File: src/rtl/regfile_pkg.sv
// Shared register-file writeback types: data width, register index width and
// the queued writeback entry.
package regfile_pkg;

    localparam int XLEN       = 64;
    localparam int REG_ADDR_W = 5;

    typedef struct packed {
        logic [REG_ADDR_W-1:0] rd;
        logic [XLEN-1:0]       data;
    } wb_entry_t;

endpackage

File: src/rtl/regfile_writeback_queue_fifo.sv
// Circular storage for pending writebacks: entry array, read/write pointers
// and occupancy. Exposes the raw array and head pointer for the match search.
module wb_fifo
    import regfile_pkg::*;
#(
    parameter int DEPTH = 4
) (
    input  logic                             clk,
    input  logic                             reset,
    input  logic                             push_i,
    input  wb_entry_t                        entry_i,
    input  logic                             pop_i,
    output wb_entry_t                        head_o,
    output logic [$clog2(DEPTH+1)-1:0]       count_o,
    output logic [$clog2(DEPTH)-1:0]         headPtr_o,
    output wb_entry_t [DEPTH-1:0]            mem_o
);

    localparam int PTR_W = $clog2(DEPTH);
    localparam int CNT_W = $clog2(DEPTH + 1);

    wb_entry_t [DEPTH-1:0] mem_q;
    logic [PTR_W-1:0]      rdPtr_q, rdPtr_d;
    logic [PTR_W-1:0]      wrPtr_q, wrPtr_d;
    logic [CNT_W-1:0]      count_q, count_d;
    logic                  doPush, doPop;

    // Guard against overflow/underflow locally so a misbehaving caller can
    // never corrupt the pointers; pointers wrap naturally since DEPTH is 2^n.
    always_comb begin
        doPush  = push_i && (count_q != CNT_W'(DEPTH));
        doPop   = pop_i && (count_q != '0);
        rdPtr_d = doPop  ? rdPtr_q + PTR_W'(1) : rdPtr_q;
        wrPtr_d = doPush ? wrPtr_q + PTR_W'(1) : wrPtr_q;
        count_d = count_q;
        case ({doPush, doPop})
            2'b10:   count_d = count_q + CNT_W'(1);
            2'b01:   count_d = count_q - CNT_W'(1);
            default: count_d = count_q;
        endcase
    end

    always_ff @(posedge clk or posedge reset) begin
        if (reset) begin
            rdPtr_q <= '0;
            wrPtr_q <= '0;
            count_q <= '0;
        end else begin
            rdPtr_q <= rdPtr_d;
            wrPtr_q <= wrPtr_d;
            count_q <= count_d;
        end
    end

    // Entry payload needs no reset: only slots covered by count are ever read.
    always_ff @(posedge clk) begin
        if (doPush) begin
            mem_q[wrPtr_q] <= entry_i;
        end
    end

    assign head_o    = mem_q[rdPtr_q];
    assign count_o   = count_q;
    assign headPtr_o = rdPtr_q;
    assign mem_o     = mem_q;

endmodule

File: src/rtl/regfile_writeback_queue.sv
// Writeback queue between execution results and a shared register-file write
// port, with pending-register lookup for decode. Define REGFILE_WB_FWD_EN to
// also forward the youngest queued value; otherwise fwd_data1/2 are tied to 0.
module regfile_writeback_queue #(
    parameter int XLEN  = regfile_pkg::XLEN,
    parameter int DEPTH = 4
) (
    input  logic                                clk,
    input  logic                                reset,
    input  logic                                in_valid,
    output logic                                in_ready,
    input  logic [regfile_pkg::REG_ADDR_W-1:0]  in_rd,
    input  logic [XLEN-1:0]                     in_data,
    output logic                                wr_en,
    output logic [regfile_pkg::REG_ADDR_W-1:0]  wr_reg,
    output logic [XLEN-1:0]                     wr_data,
    input  logic                                wr_grant,
    input  logic [regfile_pkg::REG_ADDR_W-1:0]  q_reg1,
    input  logic [regfile_pkg::REG_ADDR_W-1:0]  q_reg2,
    output logic                                q_pend1,
    output logic                                q_pend2,
    output logic [XLEN-1:0]                     fwd_data1,
    output logic [XLEN-1:0]                     fwd_data2,
    output logic [$clog2(DEPTH+1)-1:0]          count
);

    import regfile_pkg::*;

    localparam int PTR_W = $clog2(DEPTH);
    localparam int CNT_W = $clog2(DEPTH + 1);

    wb_entry_t             newEntry;
    wb_entry_t             headEntry;
    wb_entry_t [DEPTH-1:0] entries;
    logic [PTR_W-1:0]      headPtr;
    logic [CNT_W-1:0]      occupancy;
    logic                  notEmpty;
    logic                  pushEn;

    // Writes to x0 complete the handshake but never occupy a slot.
    assign in_ready      = (occupancy < CNT_W'(DEPTH));
    assign pushEn        = in_valid && in_ready && (in_rd != '0);
    assign newEntry.rd   = in_rd;
    assign newEntry.data = in_data;

    wb_fifo #(
        .DEPTH (DEPTH)
    ) u_fifo (
        .clk       (clk),
        .reset     (reset),
        .push_i    (pushEn),
        .entry_i   (newEntry),
        .pop_i     (wr_en),
        .head_o    (headEntry),
        .count_o   (occupancy),
        .headPtr_o (headPtr),
        .mem_o     (entries)
    );

    assign notEmpty = (occupancy != '0);
    assign wr_en    = notEmpty && wr_grant;
    assign wr_reg   = notEmpty ? headEntry.rd   : '0;
    assign wr_data  = notEmpty ? headEntry.data : '0;
    assign count    = occupancy;

`ifdef REGFILE_WB_FWD_EN
    logic [XLEN-1:0] fwdMatch1, fwdMatch2;
`endif

    // Walk valid entries oldest to youngest so the last hit is the youngest;
    // sees only registered state, so same-cycle pushes are invisible.
    always_comb begin
        logic [PTR_W-1:0] idx;
        q_pend1 = 1'b0;
        q_pend2 = 1'b0;
        idx     = '0;
`ifdef REGFILE_WB_FWD_EN
        fwdMatch1 = '0;
        fwdMatch2 = '0;
`endif
        for (int j = 0; j < DEPTH; j++) begin
            idx = headPtr + PTR_W'(j);
            if ((CNT_W'(j) < occupancy) && (q_reg1 != '0) && (entries[idx].rd == q_reg1)) begin
                q_pend1 = 1'b1;
`ifdef REGFILE_WB_FWD_EN
                fwdMatch1 = entries[idx].data;
`endif
            end
            if ((CNT_W'(j) < occupancy) && (q_reg2 != '0) && (entries[idx].rd == q_reg2)) begin
                q_pend2 = 1'b1;
`ifdef REGFILE_WB_FWD_EN
                fwdMatch2 = entries[idx].data;
`endif
            end
        end
    end

`ifdef REGFILE_WB_FWD_EN
    assign fwd_data1 = fwdMatch1;
    assign fwd_data2 = fwdMatch2;
`else
    assign fwd_data1 = '0;
    assign fwd_data2 = '0;
`endif

endmodule

File: config.mk
export PLATFORM = sky130hd
export DESIGN_NAME = regfile_writeback_queue
export DESIGN_NICKNAME = d
export VERILOG_FILES = /design/src/rtl/regfile_pkg.sv /design/src/rtl/regfile_writeback_queue_fifo.sv /design/src/rtl/regfile_writeback_queue.sv
export SDC_FILE = /design/constraint.sdc
export NUM_CORES = 1
export LEC_CHECK = 0
export BUFFER_PORTS_ARGS = -buffer_cell sky130_fd_sc_hd__buf_2
export CAP_MARGIN = 20
export CORE_ASPECT_RATIO = 2
export CORE_MARGIN = 10
export CORE_UTILIZATION = 55
export DETAILED_ROUTE_END_ITERATION = 12
export PLACE_DENSITY = 0.84
export SLEW_MARGIN = 40
export SYNTH_ARGS = -nofsm -noshare
export SYNTH_HDL_FRONTEND = slang
export SYNTH_SLANG_ARGS = --single-unit
File: constraint.sdc
create_clock -name clk -period 3.6 [get_ports clk]
set_input_delay 0.18 -clock clk [delete_from_list [all_inputs] [get_ports clk]]
set_output_delay 0.18 -clock clk [all_outputs]
set_load 0.03 [all_outputs]
=== Yosys cells after proc, flatten, opt, wreduce, memory -nomap -nowiden ===
Cells that the tools add are included.

* Register bits after elaboration: 283
* Input bits: 83
* Output and inout bits: 204
* Word-level logic and storage cells: 88

* Add/sub/neg operators: 6
* Magnitude comparators: 11
* Equality and inequality tests: 11
* Multiplexer cells: 22
* Reduce and logical (&&, ||, !) cells: 27

{| class="wikitable"
|+ Operators with widths
! kind !! count
|-
| $bmux W69 S2 || 4
|-
| $mux W69 || 5
|-
| $bwmux W276 || 1
|-
| $demux W69 S2 || 1
|-
| $mux W64 || 1
|-
| $eq A5 B5 Y1 || 8
|-
| $logic_and A1 B1 Y1 || 22
|-
| $lt A2 B3 Y1 const B || 5
|-
| $reduce_bool A5 Y1 || 3
|-
| $mux W1 || 8
|-
| $lt A1 B3 Y1 const A || 2
|-
| $lt A2 B3 Y1 const A || 2
|-
| $pmux W3 S2 || 1
|-
| $mux W5 || 1
|-
| $add A2 B1 Y2 const B || 2
|-
| $add A2 B2 Y2 const B || 2
|-
| $add A3 B1 Y3 const B || 1
|-
| $lt A3 B3 Y1 const B || 1
|-
| $ne A3 B3 Y1 const B || 1
|-
| $reduce_bool A3 Y1 || 1
|-
| $sub A3 B1 Y3 const B || 1
|-
| $eq A2 B1 Y1 const B || 1
|-
| $eq A2 B2 Y1 const B || 1
|-
| $ge A2 B1 Y1 const B || 1
|-
| $reduce_bool A2 Y1 || 1
|}

=== Longest topological paths before layout ===
* Word-level depth: 8
* Mapped depth: 8
* Depth with buffers taken out: 8

=== Cells and area by module ===
From an unflattened synthesis, not the netlist that was laid out.

* Cells, all modules: 713
* Area total of the unflattened synthesis: 12962.4 um^2

{| class="wikitable"
|+ Modules (own cells, without submodules)
! module !! times used !! cells each !! area each (um^2) !! seq. area each (um^2)
|-
| wb_fifo || 1 || 398 || 10451.3 || 8463.1
|-
| regfile_writeback_queue || 1 || 315 || 2511.2 || 0.0
|}

=== Worst setup path before layout ===
OpenSTA, ideal clock, no wires.

* Path type: flip-flop to flip-flop
* From: register u_fifo.count_q[2] (netlist: u_fifo.count_o[2])
* To: register u_fifo.mem_q, in the netlist u_fifo.mem_o[0] (enable)
* Setup time: 0.435 ns
* Arrival: 2.838 ns
* Required time: 3.165 ns
* Slack: 0.327 ns
* Cell stages (with the launch flop): 4
* Path buffers: 0
* Period minus slack after synthesis: 3.273 ns
* Cells stage by stage: dfrtp_1 > inv_1 > o311a_1 > and2_1

* Longest elaborated chain between the ends: 4
* Elaborated cells between the ends (all ways): 5
* Those cells by class: order compare: 1; eq/ne: 1; reduce/logical: 3

{| class="wikitable"
|+ Ends and longest elaborated chain
! element !! RTL line !! RTL
|-
| from (decl) || regfile_writeback_queue_fifo.sv:25 || <nowiki>logic [CNT_W-1:0] count_q, count_d;</nowiki>
|-
| from (signal assigned) || regfile_writeback_queue_fifo.sv:51 || <nowiki>count_q <= count_d;</nowiki>
|-
| $lt A3 B3 Y1 || regfile_writeback_queue.sv:41 || <nowiki>assign in_ready = (occupancy < CNT_W'(DEPTH));</nowiki>
|-
| via in_ready || regfile_writeback_queue.sv:11 || <nowiki>output logic in_ready,</nowiki>
|-
| $logic_and A1 B1 Y1 (2 in series) || regfile_writeback_queue.sv:42 || <nowiki>assign pushEn = in_valid && in_ready && (in_rd != '0);</nowiki>
|-
| $logic_and A1 B1 Y1 || regfile_writeback_queue_fifo.sv:31 || <nowiki>doPush = push_i && (count_q != CNT_W'(DEPTH));</nowiki>
|-
| to (signal, indexed assignment) || regfile_writeback_queue_fifo.sv:58 || <nowiki>mem_q[wrPtr_q] <= entry_i;</nowiki>
|-
| to (decl) || regfile_writeback_queue_fifo.sv:22 || <nowiki>wb_entry_t [DEPTH-1:0] mem_q;</nowiki>
|}

The timed path passes the listed nets, and every way through them passes these cells.
A chain may end at the register's enable or synchronous reset.

=== Final worst setup path ===
* From: register u_fifo.rdPtr_q[0] (netlist: u_fifo.headPtr_o[0])
* To: output q_pend2

* Longest elaborated chain between the ends: 8
* Elaborated cells between the ends (all ways): 23
* Those cells by class: add/sub: 3; eq/ne: 4; mux: 12; reduce/logical: 4

{| class="wikitable"
|+ Ends and longest elaborated chain
! element !! RTL line !! RTL
|-
| from (decl) || regfile_writeback_queue_fifo.sv:23 || <nowiki>logic [PTR_W-1:0] rdPtr_q, rdPtr_d;</nowiki>
|-
| from (signal assigned) || regfile_writeback_queue_fifo.sv:49 || <nowiki>rdPtr_q <= rdPtr_d;</nowiki>
|-
| $add A2 B1 Y2 or $bmux W69 S2 (tied branches) || regfile_writeback_queue.sv:82, regfile_writeback_queue.sv:89 ||
|-
| $bmux W69 S2 or $mux W69 (tied branches) || regfile_writeback_queue.sv:89 || <nowiki>if ((CNT_W'(j) < occupancy) && (q_reg2 != '0) && (entries[idx].rd == q_reg2)) begin</nowiki>
|-
| $mux W69 (not written as such) or $eq A5 B5 Y1 (tied branches) || regfile_writeback_queue.sv:89 ||
|-
| $eq A5 B5 Y1 or $logic_and A1 B1 Y1 (tied branches) || regfile_writeback_queue.sv:89 ||
|-
| $logic_and A1 B1 Y1 or $mux W1 (tied branches) || regfile_writeback_queue.sv:89 ||
|-
| $mux W1 (2 in series) || regfile_writeback_queue.sv:89 ||
|-
| $mux W1 * || regfile_writeback_queue.sv:89 ||
|-
| to (decl) || regfile_writeback_queue.sv:21 || <nowiki>output logic q_pend2,</nowiki>
|}

Every way passes the cells marked *; elsewhere a longest branch is shown, timed or not. The select of a mux whose other input is x is not followed.

==> flow_metrics.tcl <==
set metrics [dict create \
    outcome "finished clean" \
    dieWidth_um 128.0 \
    setup_viol 0 \
    cp_max_fo 29 \
    clock_sinks 283 \
    worst_slew_pin_slew_ps 672.9 \
    grt_max_degree 70 \
    final_max_slew_viol_count 0 \
    area_growth_pct 16.76 \
    synth_xor_area_share_pct 3.479 \
    clk_latency_ps 520 \
    cts_max_path_buffers 3 \
    crit_path_start "u_fifo.headPtr_o[0]" \
    wire_per_inst_um 22.02 \
    worst_slack_ps 413.6 \
    p_leak_nw 5.544 \
    timing.hold.ws_ps 113.6 \
    yosys_warnings 0 \
    p_seq_share_pct 35.6 \
    fin_tns_setup_ps 0 \
    switching_power_mw 4.733 \
    yosys.area_share.simple_pct 5.262 \
    min_period_ps 3186 \
    swShare_pct 38.51 \
    critPathArrivalTime_ps 3010 \
    drt_wl_total_mm 28.08 \
    dp_hpwl_mm 18.12 \
    gr-usage-all-layers_pct 18.30 \
    pwr-share-clk_pct 21.0 \
    grt_overflow 0 \
    drt.antenna.violating_nets 0 \
    ys_types 33 \
    max_freq_ghz 0.3138 \
    port_buffers 158 \
    vias_per_cell 5.326 \
    h-tree-depth 1 \
    worst_ep_required_time_ps 3420 \
    path_class "register to output pin" \
    post-route-period-util_pct 88.51 \
    avgSynthCellArea_um2 17.14 \
    cts_buffers 24 \
    first_pass_iters 5 \
    internal_power_mw 7.558 \
    synth_top_family_by_area "multiplexers" \
    post_cts_resized 0 \
    hold_viol_final 0 \
    num_rows 79 \
    drt_iter0_markers 392 \
    ir_drop_mv 0.9091 \
    postCtsSetupRepairBufs 0 \
    final_cells 1275 \
    io_pins 287 \
    drive_gt1_share_pct 28.21 \
    dp_slack_ps 962.0 \
    syn_area_um2 12840 \
    fin_nets 1066 \
    cap_violations 0 \
    critPathLaunchType "register" \
    holdBufCountCts 70 \
    die-area_um2 30230 \
    worstHoldStart "wr_grant" \
    fin_worst_skew_ps 12.30 \
    end_kind "output pin" \
    ys_seq_area_share_pct 65.91 \
    p_per_area_nw_per_um2 819.8 \
    num_vias 6791 \
    p_comb_share_pct 43.4 \
    core_area_um2 23130 \
    grt_pass1_wl_mm 42.84 \
    clk_pin_slew_worst_paths_ps 60 \
    gp_congestion 0.9607 \
    antenna_found_initial 4 \
    initial_core_util_pct 55.51 \
    drc 0 \
    muxShareOfSynthArea_pct 14.69 \
    synth_cells 749 \
    dieHeight_um 236.1 \
    cts_root_buf "clkbuf_16" \
    dpl.cell_count 1161 \
    cts_tree "built" \
    ys_seq_elements 283 \
    synth_compound_area_share_pct 0.7406 \
    hold_class "primary input to register" \
    synth_fa_ha_area_share_pct 0.8770 \
    rsz0062_at_grt "no" \
    grt_pass1_vias 7370 \
    maxSlewHeadroom_pct 55.14 \
    r2r-start "u_fifo.count_o[2]" \
]
worst max-delay path, cell delays in order, from the launching register on:
cell and delay [ps]:
dfrtp_4 670, mux4_2 640, xnor2_1 180, nand4_1 100, or4_1 520, nand4_1 130
buf_2 230
cell usage after synthesis (all sizes together):
| cell type | n | area share, % |
|---|---|---|
| or4 | 1 | 0.058 |
| o211ai | 1 | 0.058 |
| inv | 7 | 0.20 |
| or3 | 3 | 0.15 |
| nor4 | 4 | 0.19 |
| a221oi | 1 | 0.068 |
| o21ai | 3 | 0.12 |
| o2111ai | 1 | 0.068 |
| nor2b | 70 | 3.4 |
| a41oi | 1 | 0.068 |
| xor2 | 27 | 1.8 |
| a21oi | 3 | 0.12 |
| nand2 | 5 | 0.15 |
| mux2i | 31 | 2.4 |
| clkbuf | 16 | 0.47 |
| mux2 | 4 | 0.35 |
| ha | 9 | 0.88 |
| and2 | 6 | 0.29 |
| buf | 150 | 8.3 |
| nand3 | 3 | 0.12 |
| a31oi | 2 | 0.097 |
| xnor2 | 24 | 1.6 |
| nand4 | 7 | 0.34 |
| nor2 | 7 | 0.20 |
| nor3 | 9 | 0.35 |
| mux4 | 68 | 12 |
| conb | 1 | 0.029 |
| o221ai | 1 | 0.068 |
| edfxtp | 276 | 65 |
| o311a | 1 | 0.078 |
| dfrtp | 7 | 1.4 |
sequential cells by signal, indices dropped and copies added (netlist names):
register          flops
u_fifo.count_o        3
u_fifo.mem_o        276
u_fifo.wrPtr_q        2
u_fifo.headPtr_o      2
cells in the final DEF (no fill, tap or decap), types with 4 or more instances in the layout:
master | Yosys | layout
nor4_1 | 4 | 4
buf_2 | 18 | 158
conb_1 | 1 | 128
ha_1 | 9 | 9
xnor2_1 | 24 | 24
inv_1 | 7 | 7
dfrtp_1 | 7 | 5
nand4_1 | 7 | 7
nor2_1 | 7 | 7
buf_4 | 129 | 4
and2_4 | 0 | 4
nor2b_1 | 70 | 69
buf_12 | 0 | 5
mux2i_1 | 31 | 31
mux2_2 | 4 | 4
clkinv_1 | 0 | 4
dlygate4sd3_1 | 0 | 70
mux4_2 | 68 | 68
nor3_1 | 9 | 9
edfxtp_1 | 276 | 276
nand2_1 | 5 | 5
xor2_1 | 27 | 27
clkbuf_1 | 16 | 5
clkbuf_16 | 0 | 25
power by group through the flow:
stage	sequential, mW	clock [mW]	combinational, mW
floorplan	4.32	0	4.04
global route	4.43	2.74	5.67
finish	4.38	2.58	5.33
CTS	4.38	2.62	5.38
global placement	4.42	0	5.26
detailed placement	4.45	0	5.30
metrics by stage:
| step | power, mW | instance area [um^2] | util [%] |
|---|---|---|---|
| 4_1_cts | 12.38 | 14980 | 64.78 |
| 5_1_grt | 12.85 | 14990 | 64.82 |
| 2_1_floorplan | 8.365 | 13320 | - |
| 6_report | 12.29 | 14990 | 64.82 |
| 3_3_place_gp | 9.677 | 13470 | 58.25 |
| 3_5_place_dp | 9.745 | 13500 | 58.36 |
final cells by class:
class	instances	area (um^2)
Sequential cell	283	8471
Multi-Input combinational cell	420	3715
Clock buffer	30	644.4
Inverter	7	26.28
Timing Repair Buffer	238	1633
Clock inverter	11	141.4
Antenna cell	3	7.507
Tap cell	283	354.1
Fill cell	1612	8138
worst paths after layout:
path | end | slack, ps | cells after the start
max | q_pend2 | 410 | 6
min | u_fifo.headPtr_o[0] | 110 | 3
max reg2reg | u_fifo.mem_o[236] | 1170 | 4
min reg2reg | u_fifo.count_o[0] | 660 | 1
max in group asynchronous | u_fifo.headPtr_o[0] | 3190 | 3
min in group asynchronous | u_fifo.count_o[1] | 150 | 3
cells by family (layout without fill, tap and decap cells):
family                   after synthesis  count (layout)
XOR/XNOR                              51              51
AND/OR/NAND/NOR                      115             115
AO/OA/AOI/OAI                         14              14
multiplexers                         103             103
flip-flops                           283             283
other                                  1             131
adder cells (fa/ha/maj)                9               9
buffers and inverters                173             286
metal layers:
metal | track usage, % | vias up | wire length (um)
met5 | 0 | - | 7
met4 | 8.568 | 2 | 1151
met3 | 3.796 | 67 | 2148
met2 | 33.93 | 303 | 15530
met1 | 18.75 | 3396 | 9247
li1 | - | 3023 | -
Power figures use the tool's default switching activity.
